<file path="src/rtl/nx_mimosa_pkg_v2.sv">
// Shared types and constants for the IMM tracker datapath and report path.
// Q15.16 fixed-point helpers, track-report framing constants, tx FSM states.
package nx_mimosa_pkg_v2;

    typedef logic signed [31:0] fp_t;

    localparam fp_t FP_ZERO     = 32'sh0000_0000;
    localparam fp_t FP_ONE      = 32'sh0001_0000;
    localparam fp_t Q_MIN_SCALE = 32'sh0000_199A;
    localparam fp_t Q_MAX_SCALE = 32'sh0005_0000;

    localparam logic [7:0] TRK_SYNC_BYTE = 8'hA5;

    typedef enum logic [1:0] {
        IDLE,
        HDR,
        PAY,
        CSUM
    } tx_state_t;

    // Header + state + mode probabilities + nis + qscale + checksum.
    function automatic int trk_n_words(input int sd, input int nm);
        return 1 + sd + nm + 3;
    endfunction

    function automatic fp_t fp_clamp(input fp_t x, input fp_t lo, input fp_t hi);
        fp_t r;
        r = x;
        if (x < lo) begin
            r = lo;
        end else if (x > hi) begin
            r = hi;
        end
        return r;
    endfunction

endpackage

</file>
<file path="src/rtl/nx_mimosa_trk_capture.sv">
// Track-update capture: registers and clamps one update, exposes payload words.
// Ports: clk, rst, load, trk_* bundle in; idx select in; id and word out.
module nx_mimosa_trk_capture
    import nx_mimosa_pkg_v2::*;
#(
    parameter int STATE_DIM = 4,
    parameter int N_MODELS  = 3,
    parameter int ID_W      = 3,
    parameter int IDX_W     = 4
) (
    input  logic                      clk,
    input  logic                      rst,
    input  logic                      load,
    input  logic [ID_W-1:0]           trk_id,
    input  logic [STATE_DIM*32-1:0]   trk_state,
    input  logic [N_MODELS*32-1:0]    trk_mu,
    input  logic [31:0]               trk_nis,
    input  logic [31:0]               trk_qscale,
    input  logic [IDX_W-1:0]          idx,
    output logic [ID_W-1:0]           id,
    output logic [31:0]               word
);

    localparam int NP = STATE_DIM + N_MODELS + 2;

    logic [31:0] pay [NP];

    always_ff @(posedge clk or posedge rst) begin
        if (rst) begin
            for (int i = 0; i < NP; i++) begin
                pay[i] <= '0;
            end
            id <= '0;
        end else if (load) begin
            for (int k = 0; k < STATE_DIM; k++) begin
                pay[k] <= trk_state[32*k +: 32];
            end
            for (int k = 0; k < N_MODELS; k++) begin
                pay[STATE_DIM+k] <= fp_clamp(fp_t'(trk_mu[32*k +: 32]),
                                             FP_ZERO, FP_ONE);
            end
            pay[STATE_DIM+N_MODELS]   <= trk_nis;
            pay[STATE_DIM+N_MODELS+1] <= fp_clamp(fp_t'(trk_qscale),
                                                  Q_MIN_SCALE, Q_MAX_SCALE);
            id <= trk_id;
        end
    end

    assign word = (idx < IDX_W'(NP)) ? pay[idx] : '0;

endmodule

</file>
<file path="src/rtl/nx_mimosa_track_tx.sv">
// Track-report transmitter: frames a captured update onto 32-bit AXI-Stream.
// Ports: trk_* capture handshake in, m_t* stream out, frm_cnt frame counter.
module nx_mimosa_track_tx
    import nx_mimosa_pkg_v2::*;
#(
    parameter int         STATE_DIM = 4,
    parameter int         N_MODELS  = 3,
    parameter int         ID_W      = 3,
    parameter logic [7:0] SYNC_BYTE = TRK_SYNC_BYTE
) (
    input  logic                      clk,
    input  logic                      rst,
    input  logic                      trk_valid,
    output logic                      trk_ready,
    input  logic [ID_W-1:0]           trk_id,
    input  logic [STATE_DIM*32-1:0]   trk_state,
    input  logic [N_MODELS*32-1:0]    trk_mu,
    input  logic [31:0]               trk_nis,
    input  logic [31:0]               trk_qscale,
    output logic [31:0]               m_tdata,
    output logic                      m_tvalid,
    input  logic                      m_tready,
    output logic                      m_tlast,
    output logic                      m_tuser,
    output logic [15:0]               frm_cnt
);

    localparam int N_WORDS = trk_n_words(STATE_DIM, N_MODELS);
    localparam int NP      = N_WORDS - 2;
    localparam int IDX_W   = $clog2(NP);
    localparam logic [IDX_W-1:0] LAST = IDX_W'(NP - 1);

    tx_state_t        st;
    tx_state_t        nxt;
    logic [IDX_W-1:0] idx;
    logic [7:0]       seq;
    logic [31:0]      csum;
    logic [ID_W-1:0]  cap_id;
    logic [31:0]      pay_word;
    logic [31:0]      header;
    logic             load;
    logic             acc;

    nx_mimosa_trk_capture #(
        .STATE_DIM (STATE_DIM),
        .N_MODELS  (N_MODELS),
        .ID_W      (ID_W),
        .IDX_W     (IDX_W)
    ) u_cap (
        .clk        (clk),
        .rst        (rst),
        .load       (load),
        .trk_id     (trk_id),
        .trk_state  (trk_state),
        .trk_mu     (trk_mu),
        .trk_nis    (trk_nis),
        .trk_qscale (trk_qscale),
        .idx        (idx),
        .id         (cap_id),
        .word       (pay_word)
    );

    assign header = {SYNC_BYTE, seq, 8'(cap_id), 8'(N_WORDS)};

    // Outputs decode only registered state, so nothing in the stream or
    // capture handshake depends combinationally on m_tready or trk_valid.
    always_comb begin
        nxt       = st;
        trk_ready = 1'b0;
        m_tvalid  = 1'b0;
        m_tuser   = 1'b0;
        m_tlast   = 1'b0;
        m_tdata   = '0;
        load      = 1'b0;
        acc       = 1'b0;
        unique case (st)
            IDLE: begin
                trk_ready = 1'b1;
                if (trk_valid) begin
                    load = 1'b1;
                    nxt  = HDR;
                end
            end
            HDR: begin
                m_tvalid = 1'b1;
                m_tuser  = 1'b1;
                m_tdata  = header;
                acc      = m_tready;
                if (m_tready) begin
                    nxt = PAY;
                end
            end
            PAY: begin
                m_tvalid = 1'b1;
                m_tdata  = pay_word;
                acc      = m_tready;
                if (m_tready && idx == LAST) begin
                    nxt = CSUM;
                end
            end
            CSUM: begin
                m_tvalid = 1'b1;
                m_tlast  = 1'b1;
                m_tdata  = csum;
                if (m_tready) begin
                    nxt = IDLE;
                end
            end
            default: nxt = IDLE;
        endcase
    end

    always_ff @(posedge clk or posedge rst) begin
        if (rst) begin
            st <= IDLE;
        end else begin
            st <= nxt;
        end
    end

    // The checksum folds in each word as it is accepted, so a stall only
    // holds it; the header seeds it and the CSUM word presents it.
    always_ff @(posedge clk or posedge rst) begin
        if (rst) begin
            idx     <= '0;
            seq     <= '0;
            csum    <= '0;
            frm_cnt <= '0;
        end else begin
            if (st == HDR && m_tready) begin
                idx <= '0;
            end else if (st == PAY && m_tready) begin
                idx <= idx + 1'b1;
            end
            if (acc) begin
                csum <= (st == HDR) ? header : (csum ^ pay_word);
            end
            if (st == CSUM && m_tready) begin
                seq     <= seq + 8'd1;
                frm_cnt <= frm_cnt + 16'd1;
            end
        end
    end

endmodule

</file>
<file path="config.mk">
export PLATFORM = sky130hd
export DESIGN_NAME = nx_mimosa_track_tx
export DESIGN_NICKNAME = d
export VERILOG_FILES = /design/src/rtl/nx_mimosa_pkg_v2.sv /design/src/rtl/nx_mimosa_trk_capture.sv /design/src/rtl/nx_mimosa_track_tx.sv
export SDC_FILE = /design/constraint.sdc
export NUM_CORES = 1
export LEC_CHECK = 0
export BUFFER_PORTS_ARGS = -buffer_cell sky130_fd_sc_hd__buf_2
export CAP_MARGIN = 5
export CELL_PAD_IN_SITES_DETAIL_PLACEMENT = 1
export CELL_PAD_IN_SITES_GLOBAL_PLACEMENT = 2
export CORE_UTILIZATION = 37
export DETAILED_ROUTE_END_ITERATION = 8
export PLACE_DENSITY_LB_ADDON = 0.12
export SYNTH_ARGS = -nofsm -noshare
export SYNTH_HDL_FRONTEND = slang
export SYNTH_SLANG_ARGS = --single-unit
</file>
<file path="constraint.sdc">
create_clock -name clk -period 22.1 [get_ports clk]
set_input_delay 1.105 -clock clk [delete_from_list [all_inputs] [get_ports clk]]
set_output_delay 1.105 -clock clk [all_outputs]
set_load 0.005 [all_outputs]
</file>
==> flow_summary.yaml <==
sta:
  max_freq_ghz: 0.190
  clock-skew-final_ns: 0.0164
  final-max-slew-violation-count: 0
  rsz0062_at_grt: "false"
  final.min_clock_period_ns: 5.26
  fin_tns_setup_ns: 0
  finalCritPeriodShare_pct: 23.8
  slew-limit-headroom_pct: 22.5
  setup_viol: 0
  tightest_slew_ns: 1.16
  hold_violations: 0
cts:
  cts.sinks: 350
  clock-root-buffer: "clkbuf_16"
  post_cts_buffers: 0
  cts_tree: "yes"
  cts_resized: 0
  postCtsHoldBufs: 0
  clock_path_buffers: 3
  clkLatencyLatePin_ns: 0.57
  cts_inserted_buffers: 41
  cts_htree_levels: 2
  clk_pin_slew_ns: 0.06
global_route:
  grt-ovfl-total: 0
  grt_max_degree: 186
  grt_pass1_wl_um: 96000
  grt_use_total_pct: 27.2
  antenna_found_initial: 1
  grt_pass1_vias: 15100
drt:
  avgRoutedWirePerCell_um: 24.0
  drt_iter0_drc: 1165
  drt_wl_total_um: 63000
  ant_nets: 0
  drcViolationCount: 0
  dr_total_vias: 14500
  via_per_inst: 5.51
  dr.pass1.iters: 6
placement:
  hpwl_um: 45600
  gp_congestion: 0.879
  io_buffers: 346
  dpl-instance-area_um2: 19100
logic_synthesis:
  synth_fp_nets: 2013
  synth_ff_type: "dfrtp_1"
  syn_avg_cell_area_um2: 9.97
  postSynthCellCount: 1709
  async_reset_ff_share_pct: 100
  synth_edf_count: 0
  yosysWarnings: 0
  ys_seq_area_share_pct: 51.4
  syn_area_um2: 17000
  synth-seq-cells: 350
  synth.distinct_cells: 63
power_and_ir_drop:
  p_sw_w: 0.00113
  p_int_w: 0.00165
  switching_share_pct: 40.7
  combPwrFrac_pct: 38.8
  seqPwrFrac_pct: 36.1
  powerDensity_nw_per_um2: 136
  vdd_drop_max_uv: 81.0
  power_leakage_nw: 9.95
  clkPwrFrac_pct: 25.0
setup_path:
  crit_path_max_fanout: 51
  start_kind: "flop"
  cp.arrival_ns: 4.16
  endpoint_kind: "output port"
  critPathKind: "flop to output port"
  cp.required_ns: 21.00
floorplanning:
  die_area_um2: 46900
  rows: 78
  pin_count: 347
  start_util_pct: 37.6
  die_x_um: 217
  coreArea_um2: 45400
  dieHeight_um: 217
job:
  cap_violations: 0
layout:
  fin_util_pct: 45.1
  design_area_um2: 20500
  fill_cells: 5224
  drive_gt1_share_pct: 24.4
  area_growth_pct: 20.1
  finalNetCount: 2299
min_path:
  hp-class: "flop to flop"
status:
  status: "finished, final reports clean"
[cell usage in the layout (no fill, tap or decap), drive strengths merged, types with 36 or more instances in the layout]
cell	n
a21oi	47
mux4	36
and2	61
clkbuf	66
buf	360
nand2	553
a22o	59
dfrtp	350
nor2	60
mux2i	57
[stage by stage]
step,cells,setup WS [ns],total power (W),hold slack [ns]
after global placement,2552,17.62,0.00206,0.452
after CTS,2628,16.92,0.00280,0.473
after floorplan,1709,11.29,0.00168,0.437
after global routing,2629,16.75,0.00295,0.486
after detailed placement,2552,17.56,0.00209,0.459
final,2629,16.84,0.00278,0.467
[logic make-up (layout without fill, tap and decap cells)]
logic type | count (synthesis) | count (layout) | synth area share, %
other | 0 | 1 | 0
and+or+nand+nor | 790 | 790 | 19.9
adders and majority gates | 9 | 9 | 0.661
DFF | 350 | 350 | 51.4
xor gates and xnor gates | 29 | 29 | 1.49
buffers and inverters | 129 | 448 | 3.77
AOI/OAI and AO/OA | 291 | 291 | 13.3
muxes | 111 | 111 | 9.52
[synth_stat cells, types with 25 or more instances]
library cell | instances | area, um^2
dfrtp_1 | 350 | 8760
a21oi_1 | 47 | 235
and2_1 | 61 | 382
nor2_1 | 58 | 218
nand2_1 | 553 | 2080
mux4_2 | 29 | 653
nor4_1 | 26 | 163
a22o_1 | 59 | 517
a221oi_1 | 26 | 228
a22oi_1 | 29 | 218
clkbuf_1 | 78 | 293
mux2i_1 | 57 | 571
o21ai_0 | 25 | 125
[path summary, 6_finish.rpt]
| check | from | to | slack [ns] | depth (start not counted) |
|---|---|---|---|---|
| max in group asynchronous | rst | u_cap.pay[260] | 19.84 | 3 |
| min in group asynchronous | rst | u_cap.pay[57] | 0.68 | 2 |
| worst min-delay path | frm_cnt[15] | frm_cnt[15] | 0.47 | 1 |
| worst max register to register | st[1] | u_cap.pay[267] | 18.10 | 8 |
| worst max-delay path | idx[1] | m_tdata[14] | 16.84 | 9 |
| worst min register to register | frm_cnt[15] | frm_cnt[15] | 0.47 | 1 |
[power by group through the flow]
stage	combinational [W]	clock, W	sequential (W)
after floorplan	0.000753	0	0.000925
after global placement	0.00105	0	0.00101
after detailed placement	0.00108	0	0.00102
after CTS	0.00108	0.000713	0.00101
after global routing	0.00119	0.000735	0.00103
final	0.00108	0.000697	0.00101
[state kept, by name, indices dropped and copies added, names as in the netlist]
register,cells
st,2
u_cap.id,3
idx,4
u_cap.pay,285
csum,32
frm_cnt,16
seq,8
[per-layer routing]
metal	global-route usage, %	routed length, um	vias up
li1	-	-	6585
met1	38.3	28400	7390
met2	42.9	29600	428
met3	4.18	3350	81
met4	8.62	1720	0
met5	0	0	-
[layout make-up]
type                    count  area, um^2  area share, %
multi-input cells        1230        7670           37.5
well taps                 600         751           3.67
clock buffers              66        1260           6.15
inverters                  12        52.6          0.257
diodes                      1        2.50         0.0122
clock inverters            10         125          0.611
repair buffers            360        1850           9.03
flip-flops and latches    350        8770           42.8
[critical path, cell delays in order (launching register included)]
cell and delay, ns:
dfrtp_4 0.65, buf_4 0.44, inv_1 0.20, ha_1 0.16, and3b_1 0.30, nand2_1 0.16
nor2_4 0.77, a22oi_1 0.16, a21oi_1 0.44, buf_2 0.21
(Power assumes the default switching activity.)
